===== src/rtl/lsu_ram_port_if.sv =====
// Bundle of the CPU request/response handshake and the RAM port A bus seen by lsu_ram_port.
// The slave modport is the load/store unit; the master modport is whoever drives requests and models the RAM.
interface lsu_ram_port_if #(
    parameter int WIDTH = 32,
    parameter int BYTES = 4
);
    logic             req_valid;
    logic             req_ready;
    logic             req_write;
    logic [1:0]       req_size;
    logic             req_unsigned;
    logic [WIDTH-1:0] req_addr;
    logic [WIDTH-1:0] req_wdata;
    logic             resp_valid;
    logic [WIDTH-1:0] resp_rdata;
    logic             resp_fault;
    logic [WIDTH-1:0] mem_addr;
    logic [BYTES-1:0] mem_we;
    logic [WIDTH-1:0] mem_wdata;
    logic [WIDTH-1:0] mem_rdata;

    modport slave (
        input  req_valid, req_write, req_size, req_unsigned, req_addr, req_wdata, mem_rdata,
        output req_ready, resp_valid, resp_rdata, resp_fault, mem_addr, mem_we, mem_wdata
    );

    modport master (
        output req_valid, req_write, req_size, req_unsigned, req_addr, req_wdata, mem_rdata,
        input  req_ready, resp_valid, resp_rdata, resp_fault, mem_addr, mem_we, mem_wdata
    );
endinterface


===== src/rtl/lsu_ram_port.sv =====
// Load/store initiator for byte-enabled, word-addressed RAM port A with a 1-cycle registered read.
// Splits word-crossing accesses into two RAM cycles and aligns/extends load data.
module lsu_ram_port #(
    parameter int               BYTES            = 4,
    parameter int               WIDTH            = 32,
    parameter logic [WIDTH-1:0] MAX_ADDR         = 32'h0000_1000,
    parameter bit               ALLOW_MISALIGNED = 1'b1
) (
    input logic           clk,
    input logic           rst,
    lsu_ram_port_if.slave bus
);

    if (BYTES != 4 || WIDTH != BYTES * 8) begin : g_bytes_check
        $error("lsu_ram_port supports only BYTES=4, WIDTH=32");
    end

    typedef enum logic [2:0] {
        S_IDLE = 3'd0,
        S_ACC1 = 3'd1,
        S_ACC2 = 3'd2,
        S_FIN  = 3'd3,
        S_RESP = 3'd4
    } state_e;

    state_e             state_q,      state_d;
    logic               req_ready_q,  req_ready_d;
    logic               resp_valid_q, resp_valid_d;
    logic               resp_fault_q, resp_fault_d;
    logic [WIDTH-1:0]   resp_rdata_q, resp_rdata_d;
    logic [WIDTH-1:0]   mem_addr_q,   mem_addr_d;
    logic [BYTES-1:0]   mem_we_q,     mem_we_d;
    logic [WIDTH-1:0]   mem_wdata_q,  mem_wdata_d;
    logic               write_q,      write_d;
    logic [1:0]         size_q,       size_d;
    logic               unsigned_q,   unsigned_d;
    logic [1:0]         off_q,        off_d;
    logic               split_q,      split_d;
    logic [BYTES-1:0]   be1_q,        be1_d;
    logic [WIDTH-1:0]   wd1_q,        wd1_d;
    logic [WIDTH-1:0]   lo_q,         lo_d;

    logic [1:0]         off_s;
    logic [3:0]         nb_s;
    logic [7:0]         mask_s;
    logic               misal_s;
    logic               split_s;
    logic               fault_s;
    logic [WIDTH-1:0]   w0_s;
    logic [2*WIDTH-1:0] wide_s;
    logic [2*WIDTH-1:0] pair_s;
    logic [2*WIDTH-1:0] shifted_s;
    logic [WIDTH-1:0]   ext_s;

    // Request decode: lane mask, split detection, shifted store data and fault check.
    always_comb begin
        off_s = bus.req_addr[1:0];
        w0_s  = {2'b00, bus.req_addr[WIDTH-1:2]};
        case (bus.req_size)
            2'd0: begin
                nb_s    = 4'd1;
                mask_s  = 8'h01 << off_s;
                misal_s = 1'b0;
            end
            2'd1: begin
                nb_s    = 4'd2;
                mask_s  = 8'h03 << off_s;
                misal_s = off_s[0];
            end
            2'd2: begin
                nb_s    = 4'd4;
                mask_s  = 8'h0F << off_s;
                misal_s = (off_s != 2'd0);
            end
            default: begin
                nb_s    = 4'd8;
                mask_s  = 8'h00;
                misal_s = 1'b0;
            end
        endcase
        split_s = (({2'b00, off_s} + nb_s) > 4'd4);
        wide_s  = {{WIDTH{1'b0}}, bus.req_wdata} << {off_s, 3'b000};
        fault_s = (bus.req_size == 2'd3)
                | (!ALLOW_MISALIGNED && misal_s)
                | (w0_s >= MAX_ADDR)
                | (split_s && ((w0_s + {{(WIDTH-1){1'b0}}, 1'b1}) >= MAX_ADDR));
    end

    // Load alignment: join the two read words, shift the addressed byte to lane 0 and extend.
    always_comb begin
        pair_s    = split_q ? {bus.mem_rdata, lo_q} : {{WIDTH{1'b0}}, bus.mem_rdata};
        shifted_s = pair_s >> {off_q, 3'b000};
        case (size_q)
            2'd0:    ext_s = {{(WIDTH-8){~unsigned_q & shifted_s[7]}}, shifted_s[7:0]};
            2'd1:    ext_s = {{(WIDTH-16){~unsigned_q & shifted_s[15]}}, shifted_s[15:0]};
            default: ext_s = shifted_s[WIDTH-1:0];
        endcase
    end

    // Next-state and registered-output computation for the access sequencer.
    always_comb begin
        state_d      = state_q;
        req_ready_d  = 1'b0;
        resp_valid_d = 1'b0;
        resp_fault_d = 1'b0;
        resp_rdata_d = {WIDTH{1'b0}};
        mem_addr_d   = mem_addr_q;
        mem_we_d     = {BYTES{1'b0}};
        mem_wdata_d  = {WIDTH{1'b0}};
        write_d      = write_q;
        size_d       = size_q;
        unsigned_d   = unsigned_q;
        off_d        = off_q;
        split_d      = split_q;
        be1_d        = be1_q;
        wd1_d        = wd1_q;
        lo_d         = lo_q;
        case (state_q)
            S_IDLE: begin
                if (bus.req_valid && req_ready_q) begin
                    write_d    = bus.req_write;
                    size_d     = bus.req_size;
                    unsigned_d = bus.req_unsigned;
                    off_d      = off_s;
                    split_d    = split_s;
                    be1_d      = mask_s[7:4];
                    wd1_d      = wide_s[2*WIDTH-1:WIDTH];
                    if (fault_s) begin
                        state_d      = S_RESP;
                        resp_valid_d = 1'b1;
                        resp_fault_d = 1'b1;
                    end else begin
                        state_d     = S_ACC1;
                        mem_addr_d  = w0_s;
                        mem_we_d    = bus.req_write ? mask_s[3:0] : {BYTES{1'b0}};
                        mem_wdata_d = wide_s[WIDTH-1:0];
                    end
                end else begin
                    req_ready_d = 1'b1;
                end
            end
            S_ACC1: begin
                if (split_q) begin
                    state_d     = S_ACC2;
                    mem_addr_d  = mem_addr_q + {{(WIDTH-1){1'b0}}, 1'b1};
                    mem_we_d    = write_q ? be1_q : {BYTES{1'b0}};
                    mem_wdata_d = wd1_q;
                end else begin
                    state_d = S_FIN;
                end
            end
            // Read data for the low word arrives during ACC2.
            S_ACC2: begin
                lo_d    = bus.mem_rdata;
                state_d = S_FIN;
            end
            S_FIN: begin
                resp_valid_d = 1'b1;
                resp_rdata_d = write_q ? {WIDTH{1'b0}} : ext_s;
                state_d      = S_RESP;
            end
            S_RESP: begin
                req_ready_d = 1'b1;
                state_d     = S_IDLE;
            end
            default: begin
                state_d = S_IDLE;
            end
        endcase
    end

    // State and output registers.
    always_ff @(posedge clk or posedge rst) begin
        if (rst) begin
            state_q      <= S_IDLE;
            req_ready_q  <= 1'b0;
            resp_valid_q <= 1'b0;
            resp_fault_q <= 1'b0;
            resp_rdata_q <= {WIDTH{1'b0}};
            mem_addr_q   <= {WIDTH{1'b0}};
            mem_we_q     <= {BYTES{1'b0}};
            mem_wdata_q  <= {WIDTH{1'b0}};
            write_q      <= 1'b0;
            size_q       <= 2'd0;
            unsigned_q   <= 1'b0;
            off_q        <= 2'd0;
            split_q      <= 1'b0;
            be1_q        <= {BYTES{1'b0}};
            wd1_q        <= {WIDTH{1'b0}};
            lo_q         <= {WIDTH{1'b0}};
        end else begin
            state_q      <= state_d;
            req_ready_q  <= req_ready_d;
            resp_valid_q <= resp_valid_d;
            resp_fault_q <= resp_fault_d;
            resp_rdata_q <= resp_rdata_d;
            mem_addr_q   <= mem_addr_d;
            mem_we_q     <= mem_we_d;
            mem_wdata_q  <= mem_wdata_d;
            write_q      <= write_d;
            size_q       <= size_d;
            unsigned_q   <= unsigned_d;
            off_q        <= off_d;
            split_q      <= split_d;
            be1_q        <= be1_d;
            wd1_q        <= wd1_d;
            lo_q         <= lo_d;
        end
    end

    assign bus.req_ready  = req_ready_q;
    assign bus.resp_valid = resp_valid_q;
    assign bus.resp_fault = resp_fault_q;
    assign bus.resp_rdata = resp_rdata_q;
    assign bus.mem_addr   = mem_addr_q;
    assign bus.mem_we     = mem_we_q;
    assign bus.mem_wdata  = mem_wdata_q;

endmodule

===== src/flat_wrapper.sv =====
// flat-port wrapper written by rule: the top's interface ports become plain ports
module lsu_ram_port_flat 
#(
    parameter int               BYTES            = 4,
    parameter int               WIDTH            = 32,
    parameter logic [WIDTH-1:0] MAX_ADDR         = 32'h0000_1000,
    parameter bit               ALLOW_MISALIGNED = 1'b1
)
  (clk, rst, bus_req_valid, bus_req_write, bus_req_size, bus_req_unsigned, bus_req_addr, bus_req_wdata, bus_mem_rdata, bus_req_ready, bus_resp_valid, bus_resp_rdata, bus_resp_fault, bus_mem_addr, bus_mem_we, bus_mem_wdata);
  lsu_ram_port_if #(.WIDTH(WIDTH), .BYTES(BYTES)) bus_i ();
  input logic clk;
  input logic rst;
  input wire logic [$bits(bus_i.req_valid)-1:0] bus_req_valid;
  input wire logic [$bits(bus_i.req_write)-1:0] bus_req_write;
  input wire logic [$bits(bus_i.req_size)-1:0] bus_req_size;
  input wire logic [$bits(bus_i.req_unsigned)-1:0] bus_req_unsigned;
  input wire logic [$bits(bus_i.req_addr)-1:0] bus_req_addr;
  input wire logic [$bits(bus_i.req_wdata)-1:0] bus_req_wdata;
  input wire logic [$bits(bus_i.mem_rdata)-1:0] bus_mem_rdata;
  output wire logic [$bits(bus_i.req_ready)-1:0] bus_req_ready;
  output wire logic [$bits(bus_i.resp_valid)-1:0] bus_resp_valid;
  output wire logic [$bits(bus_i.resp_rdata)-1:0] bus_resp_rdata;
  output wire logic [$bits(bus_i.resp_fault)-1:0] bus_resp_fault;
  output wire logic [$bits(bus_i.mem_addr)-1:0] bus_mem_addr;
  output wire logic [$bits(bus_i.mem_we)-1:0] bus_mem_we;
  output wire logic [$bits(bus_i.mem_wdata)-1:0] bus_mem_wdata;
  assign bus_i.req_valid = bus_req_valid;
  assign bus_i.req_write = bus_req_write;
  assign bus_i.req_size = bus_req_size;
  assign bus_i.req_unsigned = bus_req_unsigned;
  assign bus_i.req_addr = bus_req_addr;
  assign bus_i.req_wdata = bus_req_wdata;
  assign bus_i.mem_rdata = bus_mem_rdata;
  assign bus_req_ready = bus_i.req_ready;
  assign bus_resp_valid = bus_i.resp_valid;
  assign bus_resp_rdata = bus_i.resp_rdata;
  assign bus_resp_fault = bus_i.resp_fault;
  assign bus_mem_addr = bus_i.mem_addr;
  assign bus_mem_we = bus_i.mem_we;
  assign bus_mem_wdata = bus_i.mem_wdata;
  lsu_ram_port #(.BYTES(BYTES), .WIDTH(WIDTH), .MAX_ADDR(MAX_ADDR), .ALLOW_MISALIGNED(ALLOW_MISALIGNED)) u_core (.clk(clk), .rst(rst), .bus(bus_i));
endmodule

===== config.mk =====
export PLATFORM = sky130hd
export DESIGN_NAME = lsu_ram_port_flat
export DESIGN_NICKNAME = d
export VERILOG_FILES = /design/src/rtl/lsu_ram_port_if.sv /design/src/rtl/lsu_ram_port.sv /design/src/flat_wrapper.sv
export SDC_FILE = /design/constraint.sdc
export NUM_CORES = 1
export LEC_CHECK = 0
export BUFFER_PORTS_ARGS = -buffer_cell sky130_fd_sc_hd__buf_2
export CORE_AREA = 3 3 189 99
export DETAILED_ROUTE_END_ITERATION = 12
export DIE_AREA = 0 0 192 102
export PLACE_DENSITY = 0.8
export SLEW_MARGIN = 10
export SYNTH_ARGS = -nofsm -noshare
export SYNTH_HDL_FRONTEND = slang
export SYNTH_SLANG_ARGS = --single-unit

===== constraint.sdc =====
create_clock -name clk -period 7.5 [get_ports clk]
set_input_delay 1.125 -clock clk [delete_from_list [all_inputs] [get_ports clk]]
set_output_delay 1.125 -clock clk [all_outputs]
set_load 0.05 [all_outputs]

# Word level (Yosys, flattened, before mapping)
# Cells that the tools add are included.
# W data, S select, Z words.
dict set report totals {
  reg_bits 181
  latch_bits 0
  ram_bits 0
  romBits 0
  input_bits 103
  output_inout_bits 103
  wordCells 81
  n_memories 0
}
dict set report op_classes {
  addsub 3
  mul 0
  div 0
  order_cmp 3
  eq_ne 11
  shift 5
  mux 30
  bitwise_logic 5
  n_reduce_logical 8
}
# operator n
set ops {}
lappend ops {{$mux W32} 8}
lappend ops {{$pmux W32 S2} 3}
lappend ops {{$mux W64} 1}
lappend ops {{$shl A32 B5 Y64} 1}
lappend ops {{$shr A64 B5 Y32} 1}
lappend ops {{$add A32 B1 Y32 const B} 1}
lappend ops {{$ge A32 B13 Y1 const B} 1}
lappend ops {{$add A30 B1 Y31 const B} 1}
lappend ops {{$ge A30 B13 Y1 const B} 1}
lappend ops {{$pmux W8 S3} 1}
lappend ops {{$mux W4} 5}
lappend ops {{$pmux W3 S4} 1}
lappend ops {{$pmux W4 S3} 1}
lappend ops {{$pmux W4 S2} 1}
lappend ops {{$shl A1 B2 Y8 const A} 1}
lappend ops {{$shl A2 B2 Y8 const A} 1}
lappend ops {{$shl A4 B2 Y8 const A} 1}
lappend ops {{$eq A3 B2 Y1 const B} 2}
lappend ops {{$mux W3} 2}
lappend ops {{$mux W1} 5}
lappend ops {{$add A2 B4 Y4} 1}
lappend ops {{$eq A2 B1 Y1 const B} 2}
lappend ops {{$eq A2 B2 Y1 const B} 2}
lappend ops {{$gt A4 B3 Y1 const B} 1}
lappend ops {{other kinds (14)} 20}

# Logic depth before layout (Yosys ltp)
dict set report logic_depth {
  word_depth 9
  ltp_mapped 14
  ltp_nobuf 12
}

# Worst setup path after synthesis
# Ideal clock, no wire load.
dict set report synth_path {
  path_kind {input to register}
  from {input bus_req_addr[2]}
  to {register u_core.mem_addr_q[26], in the netlist u_core.bus.mem_addr[26]}
  setup_time_ns 0.126
  t_arrival_ns 3.233
  t_required_ns 7.374
  setup_slack_ns 4.141
  cell_stages 10
  n_path_buf 2
  path_cell_list {nand4_1 > or3b_4 > or3_4 > o32ai_2 > o2111ai_2 > o211ai_2 > and2_1 > buf_6 > buf_4 > a21oi_1}
}
dict set report synth_via {
  elab_chain_cells 6
  word_cells_on_any_way 8
  classes_between {add/sub: 1; order compare: 2; eq/ne: 1; bitwise: 2; reduce/logical: 2}
}
# item line_no
set synth_lines {}
lappend synth_lines {{start: declaration} flat_wrapper.sv:17} ;# input wire logic [$bits(bus_i.req_addr)-1:0] bus_req_addr;
lappend synth_lines {{$add A30 B1 Y31} lsu_ram_port.sv:86} ;# | (split_s && ((w0_s + {{(WIDTH-1){1'b0}}, 1'b1}) >= MAX_ADDR));
lappend synth_lines {{$ge A32 B13 Y1} lsu_ram_port.sv:86}
lappend synth_lines {{$logic_and A1 B1 Y1} lsu_ram_port.sv:86}
lappend synth_lines {{$or A1 B1 Y1 (*)} lsu_ram_port.sv:86}
lappend synth_lines {{$ne A2 B2 Y1 (no source line) (*)} n/a}
lappend synth_lines {{$reduce_and A4 Y1 (no source line) (*)} n/a}
lappend synth_lines {{end signal: assignment} lsu_ram_port.sv:180} ;# mem_addr_q <= {WIDTH{1'b0}};
lappend synth_lines {{end signal: assignment} lsu_ram_port.sv:197} ;# mem_addr_q <= mem_addr_d;
lappend synth_lines {{end: declaration} lsu_ram_port.sv:31} ;# logic [WIDTH-1:0] mem_addr_q, mem_addr_d;
# Every way passes the cells marked *; elsewhere a longest branch is shown, timed or not.
# A chain may end at the register's enable or synchronous reset.

# Final worst setup path
dict set report layout_path {
  from {input bus_req_addr[1]}
  to {register u_core.mem_addr_q[3], in the netlist u_core.bus.mem_addr[3]}
}
dict set report layout_via {
  elab_chain_cells 6
}
# item line_no
set layout_lines {}
lappend layout_lines {{$add A2 B4 Y4} lsu_ram_port.sv:81} ;# split_s = (({2'b00, off_s} + nb_s) > 4'd4);
lappend layout_lines {{$gt A4 B3 Y1} lsu_ram_port.sv:81}
lappend layout_lines {{$logic_and A1 B1 Y1} lsu_ram_port.sv:86}
lappend layout_lines {{$or A1 B1 Y1} lsu_ram_port.sv:86}
lappend layout_lines {{$ne A2 B2 Y1 (no source line)} n/a}
lappend layout_lines {{$reduce_and A4 Y1 (no source line)} n/a}
# No other way between the ends.

==> metrics <==
cell family with most CP delay buffers and inverters; die width 192 um; startpoint types input port; DIE HEIGHT 102 um; worst skew pair latency 0.43 ns; H-Tree Depth 4; xor and xnor area share after synthesis 0.000937; status complete, no violations; Post-Syn Nets 1086; Crit Path Category input port to flip-flop; Final ANT Viol Nets 0; highest-delay cell along the critical path fa_1; most frequent cells in the layout 205 x buf_2, 171 x dfrtp_1, 136 x nand2_1, 78 x nor2_1, 69 x mux2_2; register area share after synthesis 0.460; critical path peak fanout 42; most common cell after layout, fill and taps aside buf_2; layout cells sized above 1 0.319; Slew @ Worst Pin 1.17 ns; first-pass GRT wire length 40300 um; global placement routability congestion 0.896; CP Buf/Inv Count 3; Min-Delay Path Class flip-flop to flip-flop; post-synthesis mux area share 0.136; power per cell area 385 nW/um^2; DR vias 8398; initial antenna violation count 0; pre-CTS setup slack 3.24 ns; DRC violation count after routing 0; asr flop ratio synth 1.00; CP Depth 11; hold_buf cts 0; worst path arrival time 4.24 ns; Pre-Repair DR Iteration Count 7; core area 17100 um^2; leak pwr 5.18 nW; Synth Register Bits 172; hpwl dp 18100 um; Synth Area in Simple Gates 0.165; Tot GR Track Use 0.261; total die area 19600 um^2; Final setup violation count 0; hold depth 2; Syn Area/Cell 9.60 um^2; fill count 1330; post-synthesis compound-gate area fraction 0.184; nets@finish 1248; post-layout min period 3.89 ns; IO Pins 206; Port Buffers 205; Slew Limit Fails 0; warnings from Yosys 0; Synth-to-Final Area Change 17.8%; max_cap viols 0; unrepaired setup endpoints after global routing false; Worst slew margin 0.223; Achievable Freq 257 MHz; slowest cell delay on critical path 0.63 ns; Cell variety after synth 68; CTS tree done; vias per cell 6.07; Routed WL per cell 18.7 um; clk sinks 172; Cell Area, Synth 9350 um^2; PostCTS Resize Cnt 0; clk_skew 0.00932 ns; setup TNS 0 ns; post-CTS setup buffer count 0; Mapped Cells 974; Post-Route WL 25800 um; Final Hold Vio Count 0; site row count 34; final worst-path setup slack 3.61 ns; critical path required time 7.85 ns; combinational family with the most area after synthesis compound AO/OA/AOI/OAI gates; clk slew on worst S/H paths 0.07 ns; root buf cell clkbuf_16; Reg2Reg Depth 9; Final Cycle Share 0.518; Post-synth EDFFs 0; critical path endpoint category flip-flop; clock buffers created by TritonCTS 17; total grt overflow 0; largest net degree at the start of global routing 106; Ant. Diodes 0; Primary FF master, synth dfrtp_1; Initial DRC Count 615; vias in the first global route 7868; Adder-Cell Fraction of Synth Area 0.0128; peak supply drop 0.000303 V; initial core utilization 0.545; CTS Buffer Depth 2; cells along the critical path buf_2 > inv_1 > fa_1 > nand2b_1 > a21oi_1 > o211ai_1 > o211ai_2 > and2_1 > buf_4 > o21ai_1 > a22oi_1
path summary, 6_finish.rpt:
check	start	slack [ns]	endpoint
worst min-delay path	u_core.wd1_q[15]	0.47	u_core.wd1_q[15]
worst max-delay path	bus_req_addr[1]	3.61	u_core.bus.mem_addr[3]
min in group asynchronous	rst	0.90	u_core.bus.resp_rdata[10]
worst min register to register	u_core.wd1_q[15]	0.47	u_core.wd1_q[15]
max in group asynchronous	rst	5.17	u_core.off_q[0]
worst max register to register	u_core.bus.mem_addr[0]	4.51	u_core.bus.mem_addr[31]
synth_stat cells, types with 12 or more instances:
cell | n | share of area
a211oi_1 | 15 | 0.012
a21oi_2 | 18 | 0.017
mux2i_1 | 31 | 0.033
mux2_2 | 69 | 0.083
nand3_1 | 36 | 0.019
clkbuf_1 | 53 | 0.021
and3_1 | 12 | 0.0080
a21oi_1 | 66 | 0.035
nand2_1 | 136 | 0.055
inv_1 | 19 | 0.0076
nor3_1 | 12 | 0.0064
o21ai_1 | 20 | 0.011
nor2_1 | 78 | 0.031
dfrtp_1 | 172 | 0.46
a22oi_1 | 25 | 0.020
o21ai_0 | 54 | 0.029
logic make-up (layout without fill, tap and decap cells):
logic type | after synthesis | after routing
DFF | 172 | 172
buffers and inverters | 91 | 266
and+or+nand+nor | 330 | 330
muxes | 108 | 108
adders and majority gates | 9 | 9
AOI/OAI and AO/OA | 263 | 263
xor gates and xnor gates | 1 | 1
routing by layer:
metal | vias up | track usage | share of wire
met5 | - | 0 | 0
met4 | 0 | 0.0811 | 0.021
met3 | 50 | 0.0538 | 0.080
met2 | 415 | 0.435 | 0.48
met1 | 4103 | 0.350 | 0.42
li1 | 3830 | - | -
sequential cells by signal, summed over array words and instances (netlist names), 3 cells and up:
register / count
u_core.state_q: 3
u_core.be1_q: 3
u_core.bus.resp_rdata: 32
u_core.bus.mem_we: 4
u_core.bus.mem_wdata: 32
u_core.bus.mem_addr: 32
u_core.lo_q: 32
u_core.wd1_q: 24
report_power, final:
part / internal (mW) / switching, mW / leakage [nW]
clock network: 0.463 / 0.383 / 0.267
logic: 0.678 / 1.22 / 2.68
registers: 1.22 / 0.283 / 2.23
total: 2.36 / 1.88 / 5.18
worst min-delay path, delay by kind of cell (launching register included):
kind / cells / cell delay [ns]
flops: 1 / 0.34
simple gates: 2 / 0.10
layout make-up:
cell class	count	area (um^2)	share of cell area
Multi-Input combinational cell	711	4670	0.424
Sequential cell	172	4310	0.391
Timing Repair Buffer	215	1100	0.100
Clock buffer	22	484	0.0440
Tap cell	234	293	0.0266
Clock inverter	10	81.3	0.00739
Inverter	19	76.3	0.00693
metrics by stage:
stage | hold slack, ns | power [mW] | util | cell area (um^2) | instances
after floorplan | 0.439 | 2.94 | - | 9350 | 974
after global placement | 0.450 | 3.31 | 0.609 | 10400 | 1351
after detailed placement | 0.456 | 3.38 | 0.609 | 10400 | 1351
after CTS | 0.470 | 4.24 | 0.642 | 11000 | 1383
after global routing | 0.492 | 4.49 | 0.642 | 11000 | 1383
final | 0.468 | 4.24 | 0.642 | 11000 | 1383
(Power assumes the default switching activity.)
